<file path="src/rtl/tt_um_adder_seq.sv">
// Byte-serial 16-bit add/subtract sequencer: captures A and B LSB first,
// adds in two byte steps, then returns the result LSB first with a ready/valid handshake.
// Optional chained accumulation is enabled with the ADDER_SEQ_ACCUM_EN macro.
//
// state  | meaning
// -------+---------------------------------------------------------
// CAP_A0 | wait for A[7:0] (also samples the add/sub mode)
// CAP_A1 | wait for A[15:8]
// CAP_B0 | wait for B[7:0]
// CAP_B1 | wait for B[15:8]
// ADD_L  | register low result byte and its carry
// ADD_H  | register high result byte and final carry-out
// OUT_L  | present result[7:0] until out_ready
// OUT_H  | present result[15:8] until out_ready
module tt_um_adder_seq (
  input  logic       clk,
  input  logic       rst_n,
  input  logic       ena,
  input  logic [7:0] ui_in,
  output logic [7:0] uo_out,
  input  logic [7:0] uio_in,
  output logic [7:0] uio_out,
  output logic [7:0] uio_oe
);

  typedef enum logic [2:0] {
    CAP_A0 = 3'd0,
    CAP_A1 = 3'd1,
    CAP_B0 = 3'd2,
    CAP_B1 = 3'd3,
    ADD_L  = 3'd4,
    ADD_H  = 3'd5,
    OUT_L  = 3'd6,
    OUT_H  = 3'd7
  } state_t;

  state_t      state_q, state_d;
  logic [15:0] a_q, a_d;
  logic [15:0] b_q, b_d;
  logic [15:0] res_q, res_d;
  logic        carry_lo_q, carry_lo_d;
  logic        cout_q, cout_d;
  logic        mode_q, mode_d;

  logic        in_valid;
  logic        out_ready;
  logic        clr;
  logic        sub_in;
  logic        in_ready;
  logic        out_valid;
  logic        busy;
  logic        flag;
  logic [15:0] b_eff;
  logic [8:0]  sum_lo;
  logic [8:0]  sum_hi;
  logic        unused_uio;

  assign in_valid   = uio_in[0];
  assign out_ready  = uio_in[1];
  assign clr        = uio_in[2];
  assign sub_in     = uio_in[3];
  assign unused_uio = &{1'b0, uio_in[7:4]};

  // Subtraction is A + ~B + 1; the +1 rides in as the low-byte carry-in.
  assign b_eff  = mode_q ? ~b_q : b_q;
  assign sum_lo = {1'b0, a_q[7:0]}  + {1'b0, b_eff[7:0]}  + {8'd0, mode_q};
  assign sum_hi = {1'b0, a_q[15:8]} + {1'b0, b_eff[15:8]} + {8'd0, carry_lo_q};

  always_comb begin
    in_ready  = 1'b0;
    out_valid = 1'b0;
    busy      = 1'b0;
    case (state_q)
      CAP_A0, CAP_A1, CAP_B0, CAP_B1: in_ready  = 1'b1;
      ADD_L, ADD_H:                   busy      = 1'b1;
      OUT_L, OUT_H:                   out_valid = 1'b1;
      default: ;
    endcase
  end

  always_comb begin
    state_d    = state_q;
    a_d        = a_q;
    b_d        = b_q;
    res_d      = res_q;
    carry_lo_d = carry_lo_q;
    cout_d     = cout_q;
    mode_d     = mode_q;

    if (ena) begin
      if (clr) begin
        state_d    = CAP_A0;
        a_d        = 16'd0;
        b_d        = 16'd0;
        res_d      = 16'd0;
        carry_lo_d = 1'b0;
        cout_d     = 1'b0;
        mode_d     = 1'b0;
      end else begin
        case (state_q)
          CAP_A0: begin
            if (in_valid) begin
              a_d[7:0] = ui_in;
              mode_d   = sub_in;
              state_d  = CAP_A1;
            end
          end
          CAP_A1: begin
            if (in_valid) begin
              a_d[15:8] = ui_in;
              state_d   = CAP_B0;
            end
          end
          CAP_B0: begin
            if (in_valid) begin
              b_d[7:0] = ui_in;
              state_d  = CAP_B1;
            end
          end
          CAP_B1: begin
            if (in_valid) begin
              b_d[15:8] = ui_in;
              state_d   = ADD_L;
            end
          end
          ADD_L: begin
            res_d[7:0] = sum_lo[7:0];
            carry_lo_d = sum_lo[8];
            state_d    = ADD_H;
          end
          ADD_H: begin
            res_d[15:8] = sum_hi[7:0];
            cout_d      = sum_hi[8];
            state_d     = OUT_L;
          end
          OUT_L: begin
            if (out_ready) begin
              state_d = OUT_H;
            end
          end
          OUT_H: begin
            if (out_ready) begin
`ifdef ADDER_SEQ_ACCUM_EN
              // Result becomes the next A; only a new B is collected.
              a_d     = res_q;
              state_d = CAP_B0;
`else
              state_d = CAP_A0;
`endif
            end
          end
          default: state_d = CAP_A0;
        endcase
      end
    end
  end

  always_ff @(posedge clk or negedge rst_n) begin
    if (!rst_n) begin
      state_q    <= CAP_A0;
      a_q        <= 16'd0;
      b_q        <= 16'd0;
      res_q      <= 16'd0;
      carry_lo_q <= 1'b0;
      cout_q     <= 1'b0;
      mode_q     <= 1'b0;
    end else begin
      state_q    <= state_d;
      a_q        <= a_d;
      b_q        <= b_d;
      res_q      <= res_d;
      carry_lo_q <= carry_lo_d;
      cout_q     <= cout_d;
      mode_q     <= mode_d;
    end
  end

  // Flag is carry-out for add, borrow (inverted carry-out) for subtract.
  assign flag = out_valid & (cout_q ^ mode_q);

  always_comb begin
    uo_out = 8'h00;
    if (state_q == OUT_L) begin
      uo_out = res_q[7:0];
    end else if (state_q == OUT_H) begin
      uo_out = res_q[15:8];
    end
  end

  assign uio_out = {busy, flag, out_valid, in_ready, 4'b0000};
  assign uio_oe  = 8'hF0;

endmodule

</file>
<file path="config.mk">
export PLATFORM = sky130hd
export DESIGN_NAME = tt_um_adder_seq
export DESIGN_NICKNAME = d
export VERILOG_FILES = /design/src/rtl/tt_um_adder_seq.sv
export SDC_FILE = /design/constraint.sdc
export NUM_CORES = 1
export LEC_CHECK = 0
export ABC_CLOCK_PERIOD_IN_PS = 3000
export CAP_MARGIN = 40
export CELL_PAD_IN_SITES_DETAIL_PLACEMENT = 0
export CELL_PAD_IN_SITES_GLOBAL_PLACEMENT = 1
export CORE_UTILIZATION = 35
export DETAILED_ROUTE_END_ITERATION = 8
export HOLD_SLACK_MARGIN = 0.02
export PLACE_DENSITY = 0.76
export SYNTH_ARGS = -nofsm -noshare
export SYNTH_HDL_FRONTEND = slang
export SYNTH_SLANG_ARGS = --single-unit
</file>
<file path="constraint.sdc">
create_clock -name clk -period 3 [get_ports clk]
set_input_delay 0.45 -clock clk [delete_from_list [all_inputs] [get_ports clk]]
set_output_delay 0.45 -clock clk [all_outputs]
set_load 0.01 [all_outputs]
</file>
======== After elaboration in Yosys (flattened, before gate mapping) ========
Index checks and enable logic that the tools add are counted.
operators by class
  eq/ne operators ......................... 13
  reduce and logical (&&, ||, !) cells .... 18
  $add $sub $neg .......................... 4
  bitwise operators ....................... 3
  multiplexer cells ....................... 31
operators with widths
  operator            count
  $mux 8              9
  $mux 16             4
  $pmux 3 s8          1
  $mux 3              7
  $add 8x8->9         2
  $add 9x1->9         2
  $ne 3x3->1 const B  6
  $not 16->16         1
  $reduce_bool 2->1   7
  $eq 3x3->1 const B  4
  $reduce_and 3->1    4
  $mux 1              10
  $reduce_and 7->1    1
  $eq 3x2->1 const B  2
  $reduce_and 2->1    2
  $reduce_or 2->1     2
  $reduce_or 4->1     1
  $eq 3x1->1 const B  1
  $logic_not 3->1     1
  $and 1x1->1         1
  $xor 1x1->1         1
storage, ports and cells
  input bits .............................. 19
  output and inout port bits .............. 24
  register bits ........................... 54
  logic and storage cells ................. 79

======== Logic depth before layout (Yosys ltp) ========
Gate-level depths: netlist (run 1).
  depth in word-level cells ............... 6
  mapped depth ............................ 11

======== Least setup slack after synthesis (run 1) ========
No wires, ideal clock.
  kind .................................... flip-flop to flip-flop
  start point ............................. register mode_q
  end point ............................... register cout_q
  data arrival time ....................... 2.298 ns
  slack ................................... 0.583 ns
  period minus slack after synthesis ...... 2.417 ns
  stages on the path, launching flop included .. 12
  cell sequence ........................... dfrtp_1 > buf_6 > buf_2 > xnor2_1 > fa_1 > inv_1 > fa_1 > a211oi_1 > o21bai_1 > a21oi_1 > o211ai_1 > and2_1
between the ends
  cells in the longest elaborated chain, start to end .. 5
ends and longest elaborated chain
  item                      line  source
  start: declaration        43    logic mode_q, mode_d;
  start signal: assignment  174   mode_q <= mode_d;
  $mux 16                   65    assign b_eff = mode_q ? ~b_q : b_q;
  $add 8x8->9               67    assign sum_hi = {1'b0, a_q[15:8]} + {1'b0, b_eff[15:8]} + {8'd0, carry_lo_q};
  $add 9x1->9               67
  $mux 1                    100   case (state_q)
  $mux 1                    91    if (clr) begin
  end signal: assignment    173   cout_q <= cout_d;
  end: declaration          42    logic cout_q, cout_d;
Every way passes these cells. The select of a mux whose other input is x is not followed.
A chain may end at the register's enable or synchronous reset.

======== Final worst setup path (run 1) ========
  start point ............................. register mode_q
  end point ............................... register res_q[14]
between the ends
  cells in the longest elaborated chain, start to end .. 5
ends and longest elaborated chain
  item                    line  source
  $mux 16                 65
  $add 8x8->9             67
  $add 9x1->9             67
  $mux 8                  100
  $mux 16                 91
  end signal: assignment  171   res_q <= res_d;
  end: declaration        40    logic [15:0] res_q, res_d;
Every way passes these cells. The select of a mux whose other input is x is not followed.

==> impl_metrics.env, run 1 <==
export IMPL_status="completed"
export IMPL_worst_pin_slew_ns=0.697
export IMPL_pre_cts_slack_ns=0.385
export IMPL_setup_slack_ns=0.397
export IMPL_first_pass_iters=4
export IMPL_synth_area_mm2=0.00319
export IMPL_hold_ws_ns=0.120
export IMPL_dpl_hpwl_um=5140
export IMPL_async_flop_share_pct=100
export IMPL_maxCapViolCount=0
export IMPL_nFillCells=879
export IMPL_die_h_um=97.5
export IMPL_cp_end_kind="flop"
export IMPL_drc=0
export IMPL_wirelength_um=6690
export IMPL_hold_viol=0
export IMPL_area_growth_pct=12.2
export IMPL_crit_type="reg2reg"
export IMPL_synth_seq_cells=54
export IMPL_min_path_type="in2async"
export IMPL_drtAntennaViolNets=0
export IMPL_post_cts_setup_buffers=0
export IMPL_p_per_area_mw_per_mm2=542
export IMPL_nets=401
export IMPL_multi_input_area_mm2=0.00164
export IMPL_synth_edf_count=0
export IMPL_insertion_delay_ns=0.30
export IMPL_fmax_ghz=0.384
export IMPL_vias=2320
export IMPL_fin_setup_tns_ns=0
export IMPL_wl_per_cell_um=14.1
export IMPL_fp_row_count=34
export IMPL_grt_pass1_vias=2214
export IMPL_r2r_end="res_q[14]"
export IMPL_yosys_top_cells_area="dfrtp_1 (42%), o21ai_0 (8.2%), nand2_1 (5.9%)"
export IMPL_cts_buffers_inserted=5
export IMPL_ys_types=48
export IMPL_syn_area_per_cell_um2=9.28
export IMPL_placed_area_mm2=0.00349
export IMPL_mostFrequentLayoutCells="dfrtp_1 (54), o21ai_0 (52), nand2_1 (50)"
export IMPL_yosys_area_top_type="dfrtp_1"
export IMPL_grt_pass1_wl_um=11200
export IMPL_cts_root_buf="clkbuf_8"
export IMPL_cts_sinks=54
export IMPL_period_needed_ns=2.60
export IMPL_r2r_slack_ns=0.40
export IMPL_cp_max_fo=11
export IMPL_vias_per_cell=4.89
export IMPL_r2r_start="mode_q"
export IMPL_cts_tree="built"
export IMPL_htreeDepth=2
export IMPL_n_antenna_cell=0
export IMPL_clockBufferDepth=2
export IMPL_grt_remaining_overflow=0
export IMPL_grt_max_degree=33
export IMPL_synth_cells=344
export IMPL_ff2ff_path_depth=9
export IMPL_drive_above_1_share_pct=6.56
export IMPL_initial_core_util_pct=36.4
export IMPL_die_w_um=97.5
export IMPL_start_kind="flop"
export IMPL_routabilityCongestion=0.785
export IMPL_clk_pin_slew_ns=0.09
export IMPL_postCtsHoldBufs=0
export IMPL_required_ns=3.18
export IMPL_p_leak_nw=1.65
export IMPL_dieArea_mm2=0.00951
export IMPL_arrival_ns=2.78
export IMPL_grt_util_all_layers_pct=14.7
export IMPL_seq_area_frac_synth_pct=42.3
export IMPL_post_route_cell_area_mm2=0.00358
export IMPL_antenna_found_initial=0
export IMPL_synth_ff_type="dfrtp_1"
export IMPL_clock_skew_ns=0.0107
export IMPL_portBuffers=26
export IMPL_peakVddDrop_mv=0.229
export IMPL_first_iter_violations=80
export IMPL_drv_slew=0
export IMPL_register_area_mm2=0.00135
export IMPL_relSlewSlack_pct=53.6
export IMPL_fp_coreArea_mm2=0.00876
export IMPL_rsz0062_at_grt="false"
export IMPL_final_common_cell="dfrtp_1"
export IMPL_fin_util_pct=40.9
export IMPL_io_pins=43
export IMPL_yosysWarningCount=0
export IMPL_cts_resized=0
export IMPL_final_setup_viol_count=0
export IMPL_synth_top_area_share_pct=42.3
export IMPL_period_share_pct=86.8
-- worst max path at each step --
stage | from | endpoint | slack, ns | cells after the start
floorplan | mode_q | cout_q | 0.58 | 11
global placement | mode_q | res_q[14] | 0.40 | 9
detailed placement | mode_q | res_q[14] | 0.38 | 9
CTS | mode_q | res_q[14] | 0.37 | 9
global route | mode_q | res_q[14] | 0.23 | 9
finish | mode_q | res_q[14] | 0.40 | 9
-- power breakdown --
part           switching, mW  total (mW)  internal (mW)
registers             0.0899       0.902          0.812
clock network          0.224       0.411          0.187
logic                  0.352       0.627          0.275
total                  0.666        1.94           1.27
-- logic make-up after synthesis --
logic type / Yosys count / share of synthesized area (%)
xor gates and xnor gates: 23 / 6.31
buffers and inverters: 42 / 7.49
AOI/OAI and AO/OA: 101 / 19.5
other: 2 / 0.235
DFF: 54 / 42.3
adders and majority gates: 17 / 7.37
muxes: 9 / 2.94
and+or+nand+nor: 96 / 13.8
-- state kept, by name (all words and copies together), names as in the netlist --
register,flops
res_q,16
b_q,16
carry_lo_q,1
cout_q,1
a_q,16
mode_q,1
state_q,3
-- critical path, cell delays in order, from the launching register on --
cell and delay [ns]:
dfrtp_1 0.71, xnor2_1 0.20, fa_1 0.21, inv_1 0.05, fa_1 0.42, a211oi_1 0.28
o21bai_1 0.11, a21oi_1 0.22, xnor2_1 0.16, o21ai_0 0.09
-- per-stage QoR --
stage,power (mW),std cells
final,1.94,474
after global routing,2.07,474
after CTS,1.96,474
after detailed placement,1.54,466
after global placement,1.52,462
after floorplan,1.38,354
-- layout make-up --
cell class / count / share of cell area (%)
inverters: 11 / 1.15
flip-flops and latches: 54 / 37.7
well taps: 108 / 3.77
clock buffers: 7 / 2.41
clock inverters: 1 / 0.140
multi-input cells: 258 / 45.8
repair buffers: 35 / 9.01
-- synthesized netlist by cell type (3+ instances only) --
library cell   n
a211oi_1       6
a21o_1         3
a21oi_1       10
a22o_1         5
and3b_1        3
buf_2         11
buf_4         16
clkbuf_1       3
dfrtp_1       54
fa_1           3
ha_1          14
inv_1         11
mux2i_1        8
nand2_1       50
nand2b_1      12
nand3_1        3
nor2_1        17
o21ai_0       52
o21ai_1        4
o31ai_1        5
xnor2_1        8
xor2_1        15
-- per-layer routing --
layer	track usage (%)	share of wire, %
met5	0	0
met4	7.47	3.3
met3	1.80	2.8
met2	21.9	44
met1	21.1	50
Power figures use the tool's default switching activity.
==> run 2: changes to the inputs <==
Settings changed: SLEW_MARGIN from default to 5.
==> results of run 2 <==
Same layout as run 1: the final DEF is identical, and so are final timing and power.
